===== src/rtl/lane_scan_pkg.sv =====
// Shared types and helpers for the lane scan multiplexer: FSM states,
// frame length computation and zero-padded slice extraction.
package lane_scan_pkg;

   typedef enum logic [1:0] {IDLE, SCAN, TICK, LATCH} state_t;

   localparam int BUS_MAX   = 1024;
   localparam int SLICE_MAX = 64;

   function automatic int beats_f(input int in_w, input int out_w, input int io_w, input int lane_w);
      int m;
      m = in_w;
      if (out_w > m) m = out_w;
      if (io_w > m) m = io_w;
      return (m + lane_w - 1) / lane_w;
   endfunction

   // Bits past bus_w read back as zero so the last slice of a narrow bus is padded.
   function automatic logic [SLICE_MAX-1:0] slice_get(input logic [BUS_MAX-1:0] bus, input int k,
                                                      input int lane_w, input int bus_w);
      logic [SLICE_MAX-1:0] s;
      s = '0;
      for (int b = 0; b < SLICE_MAX; b++) begin
         int idx;
         idx = k * lane_w + b;
         if (b < lane_w && idx < bus_w && idx < BUS_MAX) s[b] = bus[idx];
      end
      return s;
   endfunction

endpackage


===== src/rtl/lane_slice_reg.sv =====
// Wide register written one lane-slice at a time (or loaded whole) and read
// back one lane-slice at a time.
module lane_slice_reg
   import lane_scan_pkg::*;
#(
   parameter int W      = 8,
   parameter int LANE_W = 8,
   parameter int IDX_W  = 1
) (
   input  logic              clk,
   input  logic              rst,
   input  logic              wr_en,
   input  logic [IDX_W-1:0]  wr_idx,
   input  logic [LANE_W-1:0] wr_data,
   input  logic              ld_en,
   input  logic [W-1:0]      ld_data,
   input  logic [IDX_W-1:0]  rd_idx,
   output logic [LANE_W-1:0] rd_data,
   output logic [W-1:0]      q
);

   logic [W+LANE_W-1:0] sh_data, sh_mask;
   logic [W-1:0]        wmask, wval;

   // Shifting through a padded vector drops slice bits that land past W.
   always_comb begin
      sh_data = (W + LANE_W)'(wr_data) << (LANE_W * int'(wr_idx));
      sh_mask = (W + LANE_W)'({LANE_W{1'b1}}) << (LANE_W * int'(wr_idx));
      wval    = sh_data[W-1:0];
      wmask   = sh_mask[W-1:0];
   end

   always_ff @(posedge clk) begin
      if (rst)        q <= '0;
      else if (ld_en) q <= ld_data;
      else if (wr_en) q <= (q & ~wmask) | (wval & wmask);
   end

   assign rd_data = LANE_W'(slice_get(BUS_MAX'(q), int'(rd_idx), LANE_W, W));

endmodule


===== src/rtl/lane_scan_mux.sv =====
// Time-multiplexes a wide core's buses over narrow pad lanes, one slice per
// clock, then enables the core for one cycle and snapshots its outputs.
module lane_scan_mux
   import lane_scan_pkg::*;
#(
   parameter int  IN_W   = 20,
   parameter int  OUT_W  = 12,
   parameter int  IO_W   = 8,
   parameter int  LANE_W = 8,
   parameter int  CNT_W  = 16,
   localparam int BEATS  = beats_f(IN_W, OUT_W, IO_W, LANE_W),
   localparam int BIDX_W = (BEATS > 1) ? $clog2(BEATS) : 1
) (
   input  logic              clk,
   input  logic              rst,
   input  logic              run,
   input  logic              step,
   input  logic [LANE_W-1:0] lane_in,
   output logic [LANE_W-1:0] lane_out,
   input  logic [LANE_W-1:0] lane_io_in,
   output logic [LANE_W-1:0] lane_io_out,
   output logic [LANE_W-1:0] lane_io_oe,
   output logic [BIDX_W-1:0] beat_idx,
   output logic              frame_start,
   output logic              busy,
   output logic [CNT_W-1:0]  frame_cnt,
   output logic              core_ce,
   output logic [IN_W-1:0]   core_in,
   input  logic [OUT_W-1:0]  core_out,
   output logic [IO_W-1:0]   core_io_in,
   input  logic [IO_W-1:0]   core_io_out,
   input  logic [IO_W-1:0]   core_io_oe
);

   state_t            state, state_nx;
   logic [BIDX_W-1:0] beat, beat_nx;
   logic              scan, latch, last_beat;

   assign scan      = (state == SCAN);
   assign latch     = (state == LATCH);
   assign last_beat = (beat == BIDX_W'(BEATS - 1));

   always_ff @(posedge clk) begin
      if (rst) begin
         state     <= IDLE;
         beat      <= '0;
         frame_cnt <= '0;
      end else begin
         state <= state_nx;
         beat  <= beat_nx;
         if (latch) frame_cnt <= frame_cnt + 1'b1;
      end
   end

   always_comb begin
      state_nx = state;
      beat_nx  = '0;
      case (state)
         IDLE:  if (run || step) state_nx = SCAN;
         SCAN: begin
            if (last_beat) state_nx = TICK;
            else           beat_nx  = beat + 1'b1;
         end
         TICK:  state_nx = LATCH;
         LATCH: state_nx = run ? SCAN : IDLE;
         default: state_nx = IDLE;
      endcase
   end

   logic [LANE_W-1:0] out_slice, io_out_slice, oe_slice;
   logic [LANE_W-1:0] unused_in_rd, unused_io_in_rd;
   logic [OUT_W-1:0]  unused_out_q;
   logic [IO_W-1:0]   unused_io_out_q, unused_oe_q;

   lane_slice_reg #(.W(IN_W), .LANE_W(LANE_W), .IDX_W(BIDX_W)) u_in_sh (
      .clk(clk), .rst(rst), .wr_en(scan), .wr_idx(beat), .wr_data(lane_in),
      .ld_en(1'b0), .ld_data('0), .rd_idx(beat), .rd_data(unused_in_rd), .q(core_in)
   );

   // Bits the core is driving onto the pad read back as 0, not as the echo.
   lane_slice_reg #(.W(IO_W), .LANE_W(LANE_W), .IDX_W(BIDX_W)) u_io_in_sh (
      .clk(clk), .rst(rst), .wr_en(scan), .wr_idx(beat), .wr_data(lane_io_in & ~lane_io_oe),
      .ld_en(1'b0), .ld_data('0), .rd_idx(beat), .rd_data(unused_io_in_rd), .q(core_io_in)
   );

   lane_slice_reg #(.W(OUT_W), .LANE_W(LANE_W), .IDX_W(BIDX_W)) u_out_sh (
      .clk(clk), .rst(rst), .wr_en(1'b0), .wr_idx('0), .wr_data('0),
      .ld_en(latch), .ld_data(core_out), .rd_idx(beat), .rd_data(out_slice), .q(unused_out_q)
   );

   lane_slice_reg #(.W(IO_W), .LANE_W(LANE_W), .IDX_W(BIDX_W)) u_io_out_sh (
      .clk(clk), .rst(rst), .wr_en(1'b0), .wr_idx('0), .wr_data('0),
      .ld_en(latch), .ld_data(core_io_out), .rd_idx(beat), .rd_data(io_out_slice), .q(unused_io_out_q)
   );

   lane_slice_reg #(.W(IO_W), .LANE_W(LANE_W), .IDX_W(BIDX_W)) u_oe_sh (
      .clk(clk), .rst(rst), .wr_en(1'b0), .wr_idx('0), .wr_data('0),
      .ld_en(latch), .ld_data(core_io_oe), .rd_idx(beat), .rd_data(oe_slice), .q(unused_oe_q)
   );

   assign lane_out    = scan ? out_slice : '0;
   assign lane_io_oe  = scan ? oe_slice : '0;
   assign lane_io_out = io_out_slice & lane_io_oe;
   assign beat_idx    = beat;
   assign frame_start = scan && (beat == '0);
   assign busy        = (state != IDLE);
   assign core_ce     = (state == TICK);

endmodule


===== config.mk =====
export PLATFORM = sky130hd
export DESIGN_NAME = lane_scan_mux
export DESIGN_NICKNAME = d
export VERILOG_FILES = /design/src/rtl/lane_scan_pkg.sv /design/src/rtl/lane_slice_reg.sv /design/src/rtl/lane_scan_mux.sv
export SDC_FILE = /design/constraint.sdc
export NUM_CORES = 1
export LEC_CHECK = 0
export CAP_MARGIN = 20
export CORE_MARGIN = 4
export CORE_UTILIZATION = 47
export DETAILED_ROUTE_END_ITERATION = 16
export PLACE_DENSITY = 0.95
export SLEW_MARGIN = 0
export SYNTH_ARGS = -nofsm -noshare
export SYNTH_HDL_FRONTEND = slang
export SYNTH_SLANG_ARGS = --single-unit

===== constraint.sdc =====
create_clock -name clk -period 2.95 [get_ports clk]
set_input_delay 0.295 -clock clk [delete_from_list [all_inputs] [get_ports clk]]
set_output_delay 0.295 -clock clk [all_outputs]
set_load 0.05 [all_outputs]

==> summary.md <==
| Metric | Value |
|---|---|
| Count of nets after finishing | `510` |
| Pin count of the biggest net entering global routing | `45` |
| Relative slew slack | `41.02%` |
| Netlist cell types | `40` |
| DRC violations left | `0` |
| Area of the core region | `6495 um2` |
| Chain of cells forming the critical path | `inv_1 > ha_1 > and4bb_4 > and3_1 > clkdlybuf4s50_1` |
| Clock tree root driver cell | `clkbuf_8` |
| Quantity of gates resized following cts | `0` |
| Outcome | `complete, no violations` |
| Total count of hold-check failures in the final report | `0` |
| Global placer's final weighted congestion | `0.8354` |
| Maximum single-stage delay on the critical path | `~0.80 ns` |
| Combinational family with the most area after synthesis | `simple AND/OR/NAND/NOR gates` |
| Worst Max-Slew Pin Slew | `0.8847 ns` |
| Leak pwr | `1.837 nW` |
| Seq cells post-synth | `76` |
| Overall power of the completed layout | `3.234 mW` |
| Kind of cell adding the most delay to the critical path | `buffers and inverters` |
| Clock-pin slew of the registers on the worst-case setup and hold paths | `0.08 ns` |
| Average vias per placed instance | `roughly 5.4` |
| Slowest cell on the critical path | `clkdlybuf4s50_1` |
| MaxCap Viol Count | `0` |
| Slack of the critical path | `approximately 0.22 ns` |
| Horizontal extent of the die | `roughly 90 um` |
| Final worst-path cycle share | `between 90% and 100%` |
| Multiplexer share of the synthesized area | `11.74%` |
| Type of the most critical hold path | `input port to flop` |
| CTS tree | `yes` |
| Clock buffer depth | `2` |
| Relative contribution of combinational cells to total power | `a little over a third` |
| Storage element area | `1521 um2` |
| Count of placed standard cells in the final layout, fillers left out | `534` |
| Register-to-register path setup slack | `0.98 ns` |
| Share of flip-flops with an asynchronous set or reset after synthesis | `0%` |
| Max Clock Freq | `roughly 370 MHz` |
| Combined global-route utilization of all metal layers | `21.27%` |
| Area fraction in compound gates after synthesis | `10.95%` |
| Sequential element share of the synthesized area | `47.57%` |
| CP Buf/Inv Count | `2` |
| Crit path kind | `flop to primary output` |
| Initial antenna violation count | `0` |
| Total clock sinks | `76` |
| Height of the die | `just over 90 um` |
| Detailed-routing iteration count for the pre-antenna-repair pass | `4` |
| Internal power | `2.048 mW` |
| Sequential group share of total power | `37.6%` |
| Crit path time final | `approximately 2.7 ns` |
| Maximum fanout encountered on the critical timing path | `20` |
| Number of filler instances in the final layout | `476` |
| Post-CTS setup repair buffer count | `0` |
| Setup TNS | `0 ns` |
| Top FF cell, synth | `dfxtp_1` |
| RSZ-0062 raised after global routing | `no` |
| Initial core utilization | `49.24%` |
| Data required time at the worst endpoint | `2.65 ns` |
| Cts hold-fix bufs | `0` |
| Final Setup Violations | `0` |
| Post-synth net total | `393` |
| Row count | `29` |
| Synthesized netlist cell count | `approximately 340` |
| Number of H-tree levels | `3` |
| Clk Latency, worst-skew pair | `0.34 ns` |
| Post-Route WL | `8655 um` |
| Number of max-slew violations in the final report | `0` |
| Synth warn | `0` |
| Combined area of the multi-input logic cells | `1534 um2` |
| Simple-gate portion of the synthesized area | `between 20% and 30%` |
| Mean area per synthesized cell | `9.546 um2` |
| Overall via count from detail_route | `2884` |
| Detail Route Antenna Nets | `0` |
| Setup skew after layout | `0.007973 ns` |
| Worst setup SP type | `flop` |
| Maximum ir drop on the vdd rail | `roughly 0.42 mV` |
| Worst setup EP type | `primary output` |
| Share of the synthesized netlist area taken by xor and xnor gates | `between 1 and 1.5%` |
| Number of buffers created by CTS | `9` |
| Overflow after GRT | `0` |
| Cell area after synthesis | `3198 um2` |
| Switching power share of the total | `36.68%` |
| Proportion of power drawn by the clock network | `26.7%` |
| Total instance count after detailed placement | `about 520` |
| Power per cell area | `692.3 nW/um2` |
| Fraction of the mapped netlist area in adder cells | `3.912%` |
| Switching power summed over all nets | `1.186 mW` |
| Arr. time, crit path | `2.44 ns` |
| Pre-CTS setup slack | `0.4911 ns` |
| Placement-stage cell area | `4439 um2` |
| Number of enable-type register cells in the synthesized netlist | `0` |
| Ports | `121` |
| Die ar. | `8188 um2` |
| Detail Placement HPWL | `6331 um` |
| WL/cell | `16.21 um` |
| Share of final-layout standard cells stronger than drive strength 1 | `6.783%` |
| Number of antenna repair diodes | `0` |
| Vias in the first global route | `roughly 2900` |
| Count of input and output buffers | `120` |
| Final non-filler cell area | `between 4000 and 5000 um2` |
| Area growth from synthesis to final layout | `46.09%` |
| Iter 0 DRT Violations | `116` |
| First-pass GRT wire length | `14230 um` |
## power groups by stage
stage | sequential [mW] | combinational (mW) | clock, mW
after floorplan | 1.44 | 0.562 | 0
after detailed placement | 1.24 | 1.15 | 0
after global routing | 1.23 | 1.24 | 0.915
after CTS | 1.22 | 1.15 | 0.880
final | 1.22 | 1.15 | 0.864
after global placement | 1.23 | 1.11 | 0
## through the flow
step                      hold slack (ns)  util, %
after CTS                          0.4291    71.68
final                              0.4321    71.93
after floorplan                    0.4418        -
after detailed placement           0.4561    68.35
after global routing               0.4518    71.93
after global placement             0.4474    68.27
## logic make-up (layout without fill, tap and decap cells)
family,after synthesis,in the layout
xor+xnor,4,4
buf+inv,35,157
compound gates,48,48
simple gates,125,125
flops,76,76
mux,37,37
fa+ha+maj,10,10
## worst paths after layout
| kind | start | to | cells past startpoint |
|---|---|---|---|
| max | state[1] | lane_io_out[2] | 5 |
| max reg2reg | state[1] | flop | 6 |
| min reg2reg | flop | flop | 1 |
| min | rst | frame_cnt[3] | 2 |
## cells in the final DEF, fill, tap and decap left out, drive strengths merged, types with 5 or more instances in the layout
cell | netlist | routed
clkdlybuf4s50 | 0 | 114
dfxtp | 76 | 76
nor2 | 61 | 61
mux2i | 33 | 33
a22oi | 20 | 20
nand2 | 16 | 16
inv | 16 | 16
ha | 10 | 10
clkbuf | 1 | 10
a21oi | 9 | 9
and3 | 8 | 8
a32o | 8 | 8
nand4 | 6 | 6
buf | 18 | 6
dlymetal6s2s | 0 | 5
## cell usage after synthesis (2+ instances only)
master / n / area [um2]
or3_1: 3 / 18.77
nor2b_1: 4 / 25.02
a21oi_1: 9 / 45.04
inv_1: 16 / 60.06
buf_1: 6 / 22.52
nor4_1: 4 / 25.02
a32o_1: 8 / 80.08
and2_1: 4 / 25.02
nor2_1: 61 / 229.0
and3_1: 8 / 50.05
mux2_2: 4 / 45.04
xor2_1: 3 / 26.28
a22oi_1: 20 / 150.1
mux2i_1: 33 / 330.3
dfxtp_1: 76 / 1521
o21ai_0: 3 / 15.01
and4b_1: 2 / 20.02
nand4_1: 5 / 31.28
nand2b_1: 2 / 12.51
nand3_1: 4 / 20.02
ha_1: 10 / 125.1
buf_2: 11 / 55.05
o31ai_1: 4 / 30.03
nand2_1: 16 / 60.06
or4_1: 4 / 30.03
## routing by layer
layer	up-vias	global-route usage, %	routed length, um
met5	-	0	0
met4	0	9.949	170
met3	14	3.667	397
met2	107	36.50	4376
met1	1356	25.77	3710
li1	1407	-	-
## final cells by class
cell class / count / share of cell area [%]
Multi-Input combinational cell: 224 / 32.83
Sequential cell: 76 / 32.57
Timing Repair Buffer: 125 / 26.62
Clock buffer: 10 / 2.732
Tap cell: 77 / 2.062
Clock inverter: 6 / 1.901
Inverter: 16 / 1.285
(Power assumes the default switching activity.)
